==> config.mk <==
export PLATFORM = sky130hd
export DESIGN_NAME = icache_refill_ctrl
export DESIGN_NICKNAME = d
export VERILOG_FILES = /design/src/rtl/icache_refill_ctrl_pkg.sv /design/src/rtl/icache_refill_ctrl_tag_array.sv /design/src/rtl/icache_refill_ctrl.sv
export SDC_FILE = /design/constraint.sdc
export NUM_CORES = 1
export LEC_CHECK = 0
export BUFFER_PORTS_ARGS = -buffer_cell sky130_fd_sc_hd__buf_2
export CAP_MARGIN = 20
export CORE_ASPECT_RATIO = 1.2
export CORE_MARGIN = 2
export CORE_UTILIZATION = 48
export DETAILED_ROUTE_END_ITERATION = 10
export HOLD_SLACK_MARGIN = 0.15
export MAX_ROUTING_LAYER = met4
export PLACE_DENSITY = 0.63
export SKIP_CTS_REPAIR_TIMING = 1
export SYNTH_ARGS = -nofsm -noshare
export SYNTH_HDL_FRONTEND = slang
export SYNTH_SLANG_ARGS = --single-unit
==> constraint.sdc <==
create_clock -name CLK -period 7.6 [get_ports CLK]
set_input_delay 0 -clock CLK [delete_from_list [all_inputs] [get_ports CLK]]
set_output_delay 0 -clock CLK [all_outputs]
set_load 0.01 [all_outputs]
==> src/rtl/icache_refill_ctrl_pkg.sv <==
// Shared definitions for the instruction-cache refill controller:
// FSM state encoding and field-width helpers.
package icache_refill_ctrl_pkg;

  typedef enum logic [1:0] {
    IC_IDLE = 2'd0,
    IC_REQ  = 2'd1,
    IC_FILL = 2'd2,
    IC_DONE = 2'd3
  } ic_state_e;

  // Tag width left over once the line offset and line index are removed
  function automatic int tag_width(input int addr_w, input int line_bytes, input int num_lines);
    return addr_w - $clog2(line_bytes) - $clog2(num_lines);
  endfunction

endpackage

==> src/rtl/icache_refill_ctrl_tag_array.sv <==
// Tag/valid storage for the direct-mapped instruction cache.
// One combinational read port, one write port, single-cycle clear of
// every valid bit. Tags are deliberately left unreset.
module icache_refill_ctrl_tag_array #(
  parameter int NUM_LINES = 16,
  parameter int IDX_W     = 4,
  parameter int TAG_W     = 56
) (
  input  logic             clk,
  input  logic             reset,
  input  logic             clear_all,
  input  logic [IDX_W-1:0] rd_idx,
  output logic             rd_valid,
  output logic [TAG_W-1:0] rd_tag,
  input  logic             wr_en,
  input  logic [IDX_W-1:0] wr_idx,
  input  logic [TAG_W-1:0] wr_tag,
  input  logic             wr_valid
);

  logic [NUM_LINES-1:0] valid_r;
  logic [TAG_W-1:0]     tag_r [NUM_LINES];

  assign rd_valid = valid_r[rd_idx];
  assign rd_tag   = tag_r[rd_idx];

  // Valid bits: reset and clear-all win over a line write
  always_ff @(posedge clk) begin
    if (reset) begin
      valid_r <= {NUM_LINES{1'b0}};
    end else if (clear_all) begin
      valid_r <= {NUM_LINES{1'b0}};
    end else if (wr_en) begin
      valid_r[wr_idx] <= wr_valid;
    end
  end

  // Tag storage: written at the end of every completed refill
  always_ff @(posedge clk) begin
    if (wr_en) begin
      tag_r[wr_idx] <= wr_tag;
    end
  end

endmodule

==> src/rtl/icache_refill_ctrl.sv <==
// Direct-mapped instruction-cache refill controller.
// Zero-cycle hit detection on PC; on a miss, requests the line on the
// memory bus and streams BEATS read beats into the external data array.
// Optional build macro ICACHE_PERF_EN adds saturating hit/miss counters.
module icache_refill_ctrl
  import icache_refill_ctrl_pkg::*;
#(
  parameter  int ADDR_W     = 64,
  parameter  int LINE_BYTES = 16,
  parameter  int NUM_LINES  = 16,
  parameter  int BUS_W      = 32,
  localparam int OFF_W      = $clog2(LINE_BYTES),
  localparam int IDX_W      = $clog2(NUM_LINES),
  localparam int TAG_W      = tag_width(ADDR_W, LINE_BYTES, NUM_LINES),
  localparam int BEATS      = LINE_BYTES * 8 / BUS_W,
  localparam int BEAT_W     = $clog2(BEATS)
) (
  input  logic              CLK,
  input  logic              reset,
  input  logic [ADDR_W-1:0] PC,
  input  logic              flush,
  output logic              icache_r,
  output logic              icache_err,
`ifdef ICACHE_PERF_EN
  output logic [31:0]       hit_count,
  output logic [31:0]       miss_count,
`endif
  output logic              fill_we,
  output logic [IDX_W-1:0]  fill_index,
  output logic [BEAT_W-1:0] fill_word,
  output logic [BUS_W-1:0]  fill_data,
  output logic              mem_req,
  output logic [ADDR_W-1:0] mem_addr,
  input  logic              mem_ack,
  input  logic              mem_rvalid,
  input  logic [BUS_W-1:0]  mem_rdata,
  input  logic              mem_err
);

  localparam logic [BEAT_W-1:0] LAST_BEAT = BEAT_W'(BEATS - 1);
  localparam logic [ADDR_W-1:0] OFF_MASK  = ADDR_W'(LINE_BYTES - 1);

  ic_state_e         state_r;
  logic [BEAT_W-1:0] beat_r;
  logic              flush_pend_r;
  logic [ADDR_W-1:0] line_addr_r;
  logic              mem_req_r;
  logic              icache_err_r;

  logic [IDX_W-1:0]  pc_idx_s;
  logic [TAG_W-1:0]  pc_tag_s;
  logic              rd_valid_s;
  logic [TAG_W-1:0]  rd_tag_s;
  logic              hit_s;
  logic              miss_s;
  logic              err_s;
  logic              last_beat_s;
  logic              to_idle_s;
  logic              clear_all_s;
  logic              wr_valid_s;

  assign pc_idx_s    = PC[OFF_W+IDX_W-1:OFF_W];
  assign pc_tag_s    = PC[ADDR_W-1:OFF_W+IDX_W];
  assign hit_s       = rd_valid_s && (rd_tag_s == pc_tag_s);
  // A flush in IDLE takes the cycle; the miss is re-evaluated afterwards
  assign miss_s      = (state_r == IC_IDLE) && !flush && !hit_s;
  assign err_s       = ((state_r == IC_REQ) || (state_r == IC_FILL)) && mem_err;
  assign last_beat_s = (state_r == IC_FILL) && mem_rvalid && !mem_err && (beat_r == LAST_BEAT);
  assign to_idle_s   = (state_r == IC_DONE) || err_s;
  // Pending flushes are applied on the way back into IDLE
  assign clear_all_s = ((state_r == IC_IDLE) && flush) || (to_idle_s && (flush_pend_r || flush));
  assign wr_valid_s  = !(flush_pend_r || flush);

  assign icache_r    = (state_r == IC_IDLE) && hit_s;
  assign icache_err  = icache_err_r;
  assign fill_we     = (state_r == IC_FILL) && mem_rvalid;
  assign fill_index  = line_addr_r[OFF_W+IDX_W-1:OFF_W];
  assign fill_word   = beat_r;
  assign fill_data   = mem_rdata;
  assign mem_req     = mem_req_r;
  assign mem_addr    = line_addr_r;

  icache_refill_ctrl_tag_array #(
    .NUM_LINES (NUM_LINES),
    .IDX_W     (IDX_W),
    .TAG_W     (TAG_W)
  ) u_tag_array (
    .clk       (CLK),
    .reset     (reset),
    .clear_all (clear_all_s),
    .rd_idx    (pc_idx_s),
    .rd_valid  (rd_valid_s),
    .rd_tag    (rd_tag_s),
    .wr_en     (last_beat_s),
    .wr_idx    (line_addr_r[OFF_W+IDX_W-1:OFF_W]),
    .wr_tag    (line_addr_r[ADDR_W-1:OFF_W+IDX_W]),
    .wr_valid  (wr_valid_s)
  );

  // Refill sequencer: miss -> request -> beat stream -> one settle cycle
  always_ff @(posedge CLK) begin
    if (reset) begin
      state_r      <= IC_IDLE;
      beat_r       <= {BEAT_W{1'b0}};
      flush_pend_r <= 1'b0;
      line_addr_r  <= {ADDR_W{1'b0}};
      mem_req_r    <= 1'b0;
      icache_err_r <= 1'b0;
    end else begin
      icache_err_r <= 1'b0;
      case (state_r)
        IC_IDLE: begin
          flush_pend_r <= 1'b0;
          if (miss_s) begin
            line_addr_r <= PC & ~OFF_MASK;
            mem_req_r   <= 1'b1;
            state_r     <= IC_REQ;
          end
        end
        IC_REQ: begin
          flush_pend_r <= flush_pend_r || flush;
          if (mem_err) begin
            mem_req_r    <= 1'b0;
            icache_err_r <= 1'b1;
            flush_pend_r <= 1'b0;
            state_r      <= IC_IDLE;
          end else if (mem_ack) begin
            mem_req_r <= 1'b0;
            beat_r    <= {BEAT_W{1'b0}};
            state_r   <= IC_FILL;
          end
        end
        IC_FILL: begin
          flush_pend_r <= flush_pend_r || flush;
          if (mem_err) begin
            icache_err_r <= 1'b1;
            flush_pend_r <= 1'b0;
            beat_r       <= {BEAT_W{1'b0}};
            state_r      <= IC_IDLE;
          end else if (mem_rvalid) begin
            if (beat_r == LAST_BEAT) begin
              beat_r  <= {BEAT_W{1'b0}};
              state_r <= IC_DONE;
            end else begin
              beat_r <= beat_r + {{(BEAT_W-1){1'b0}}, 1'b1};
            end
          end
        end
        IC_DONE: begin
          flush_pend_r <= 1'b0;
          state_r      <= IC_IDLE;
        end
        default: begin
          state_r <= IC_IDLE;
        end
      endcase
    end
  end

`ifdef ICACHE_PERF_EN
  logic [31:0] hit_count_r;
  logic [31:0] miss_count_r;

  assign hit_count  = hit_count_r;
  assign miss_count = miss_count_r;

  // Saturating hit and miss counters; flush leaves them untouched
  always_ff @(posedge CLK) begin
    if (reset) begin
      hit_count_r  <= 32'd0;
      miss_count_r <= 32'd0;
    end else begin
      if (icache_r && (hit_count_r != 32'hFFFF_FFFF)) begin
        hit_count_r <= hit_count_r + 32'd1;
      end
      if (miss_s && (miss_count_r != 32'hFFFF_FFFF)) begin
        miss_count_r <= miss_count_r + 32'd1;
      end
    end
  end
`else
  // Counters are not built in this configuration
`endif

endmodule

==> metrics.md <==
| Metric | Value |
|---|---|
| P_leak | 0.0156 µW |
| Internal power | between 9000 and 10000 µW |
| Std-Cell Rows | 114 |
| Worst Hold Depth | 4 |
| Endpoints failing setup | 0 |
| Max incr delay on CP | around 0.61 ns |
| Hold slack final | approximately 0.17 ns |
| Net Sw Frac | 21.6% |
| Mapped Avg Cell Area | 19.3 µm² |
| Pwr per Cell Area | approximately 260 nW/µm² |
| Pre-CTS setup slack | between 2 and 2.5 ns |
| Cell Chain, Critical Path | dlygate4sd3_1 > buf_4 > buf_12 > mux4_2 > a22o_1 > a221oi_1 > xor2_1 > nand4_1 > nor4_2 > nand4_1 > o21bai_1 > a21oi_1 > dlygate4sd3_1 > o32ai_1 > dlygate4sd3_1 |
| Crit share post-route | a little under three quarters |
| Max capacitance violation total | 0 |
| Sequential Power Share | approximately 53% |
| Final TNS setup | 0 ns |
| Synth Cell Area | roughly 39000 µm² |
| Routed wire length per instance | 29.3 µm |
| N_diodes | 0 |
| Hold Vio Cnt, Final | 0 |
| Top FF cell, synth | edfxtp_1 |
| Clock Latency Late Sink | 0.65 ns |
| Worst r2r path cells | 12 |
| HPWL after DPL | roughly 57000 µm |
| Via count | about 20000 |
| Combinational cell fraction of total power | 6.2% |
| Clk buf depth | 3 |
| Gr usage total | roughly 24% |
| Share of cells above drive strength 1 | 22.8% |
| Max-slew violations | 0 |
| Crit path DAT | between 5 and 6 ns |
| Net load switching power | approximately 2500 µW |
| Synth cell types | 76 |
| CP Data Required Time | just over 8 ns |
| RSZ-0062 raised after global routing | no |
| Ports | roughly 210 |
| Routability cong. | ~0.8 |
| Area Overhead vs Synth | 15.0% |
| Initial Utilization | between 40% and 50% |
| Post-synthesis register bit count | roughly 980 |
| Num CTS Buffers | 93 |
| DR DRC count | 0 |
| Core box area | 80700 µm² |
| Worst hold path class | primary input to register |
| Fin worst setup slack | 2.20 ns |
| Worst slew pin tran | between 1 and 1.5 ns |
| Placed insts | about 3100 |
| Ys Warns | 0 |
| Pre-Repair DR Iteration Count | 5 |
| Register area share after synthesis | roughly 73% |
| Die Height | around 320 µm |
| Cells after Synth | between 2000 and 2500 |
| Htree depth | 3 |
| Final Core Density | about 56% |
| # nets final | approximately 2400 |
| Status | finished clean |
| Vias in the first global route | 20400 |
| Top cells by area, synth | edfxtp_1 69%, mux4_2 11%, mux2i_1 5.0% |
| Most frequent cells in the layout | 896 x edfxtp_1, 194 x mux2i_1, 184 x mux4_2, 130 x buf_2, 119 x dlygate4sd3_1 |
| CP Max Fanout | 52 |
| Antenna violations before repair | 1 |
| Clock Skew | ~0.015 ns |
| Post-DRT Antenna Nets | 0 |
| Residual overflow from global routing | 0 |
| Critical Path Sink Type | register |
| Final Critical Period | around 5.4 ns |
| Max VDD drop | ~0.00018 V |
| Final wirelength | 100000 µm |
| Cell mode on critical path | dlygate4sd3_1 |
| CP max-delay cell | buf_4 |
| Port bufs | around 140 |
| Synth area leader | edfxtp_1 |
| Number of flops mapped to enable cells by yosys | 896 |
| CTS root buffer | clkbuf_16 |
| Clk sinks | around 980 |
| Die ar. | around 84000 µm² |
| Layout Cells excl Fill | roughly 3400 |
| Horiz. Die Dim | 265 µm |
| 1st-iter DRT viols | a little over 2000 |
| Clock share of power | between 40% and 50% |
| CTS tree | built |
| Routed vias/inst | around 6 |
| F_max | 185 MHz |
| Post-synth ARST share | 0% |
| Clk slew on worst S/H paths | 0.06 ns |
| Commonest non-fill, non-tap cell in the layout | edfxtp_1 |
| Area share of the largest cell type after synthesis | about 69% |
| Max-Slew Margin vs Limit | between 20% and 30% |
| First-pass GRT wire length | around 140000 µm |
| CP startpoint kind | primary input |
| Largest net degree at the start of global routing | between 80 and 90 |
| Setup CP Type | primary input to register |
-- power groups by stage --
stage / Combinational, µW / Sequential, µW / Clock (µW)
finish: 715 / 6070 / 4740
global route: 762 / 6080 / 5010
CTS: 660 / 6070 / 4810
detailed placement: 657 / 6190 / 0
global placement: 654 / 6170 / 0
floorplan: 455 / 6150 / 0
-- through the flow --
step	total power [µW]	cell area [µm²]
after floorplan	6600	39200
after global placement	6820	40700
after detailed placement	6840	40700
after CTS	11500	43800
after global routing	11900	45000
final	11500	45000
-- Yosys cell counts (all sizes together), types with 5 or more instances --
cell type,count
a21oi,29
edfxtp,896
nand4,9
clkbuf,20
mux2,15
nand3,12
mux2i,194
xor2,34
ha,5
xnor2,42
dfxtp,83
nand2b,5
buf,118
o22ai,6
inv,17
nor4,6
o21ai,33
a221oi,22
mux4,189
and2,6
nor2b,16
o211ai,6
a22oi,27
nand2,49
nor3,14
a22o,18
nor2,99
-- worst max-delay path, delay by kind of cell --
family | cells | cell delay [ns]
mux | 1 | 0.40
buf+inv | 5 | 2.64
xor+xnor | 1 | 0.33
compound gates | 5 | 1.28
simple gates | 3 | 1.19
-- cells by family after synthesis --
logic type	Yosys count	share of synthesized area, %
compound gates	183	3.35
xor+xnor	76	1.70
fa+ha+maj	5	0.160
buf+inv	155	2.74
flops	979	73.0
mux	398	16.3
other cells	1	0.00958
simple gates	232	2.78
-- path summary, 6_finish.rpt --
| kind | startpoint | to | slack, ns |
|---|---|---|---|
| min reg2reg | u_tag_array.valid_r[12] | u_tag_array.valid_r[12] | 0.47 |
| max reg2reg | u_tag_array.tag_r[13][37] | mem_req | 2.63 |
| max | PC[7] | mem_req | 2.20 |
| min | reset | u_tag_array.valid_r[11] | 0.17 |
-- per-layer routing --
layer | GRT usage (%) | vias up | share of wire (%)
met2 | 39.8 | 856 | 50
met5 | - | - | 0
li1 | - | 8702 | -
met1 | 31.9 | 10900 | 41
met3 | 3.28 | 141 | 6.3
met4 | 8.67 | 0 | 2.6
-- layout make-up --
cell class	instances	area [µm²]
repair buffers	300	2300
clock buffers	129	2570
fillers	6189	35700
well taps	1044	1310
multi-input cells	898	9650
inverters	17	63.8
clock inverters	44	551
flip-flops and latches	979	28600
-- registers in the layout (all words and copies together) (netlist names) --
name / count
u_tag_array.tag_r: 896
mem_req: 1
state_r: 2
mem_addr: 60
icache_err: 1
flush_pend_r: 1
u_tag_array.valid_r: 16
fill_word: 2
(Power assumes the default switching activity.)
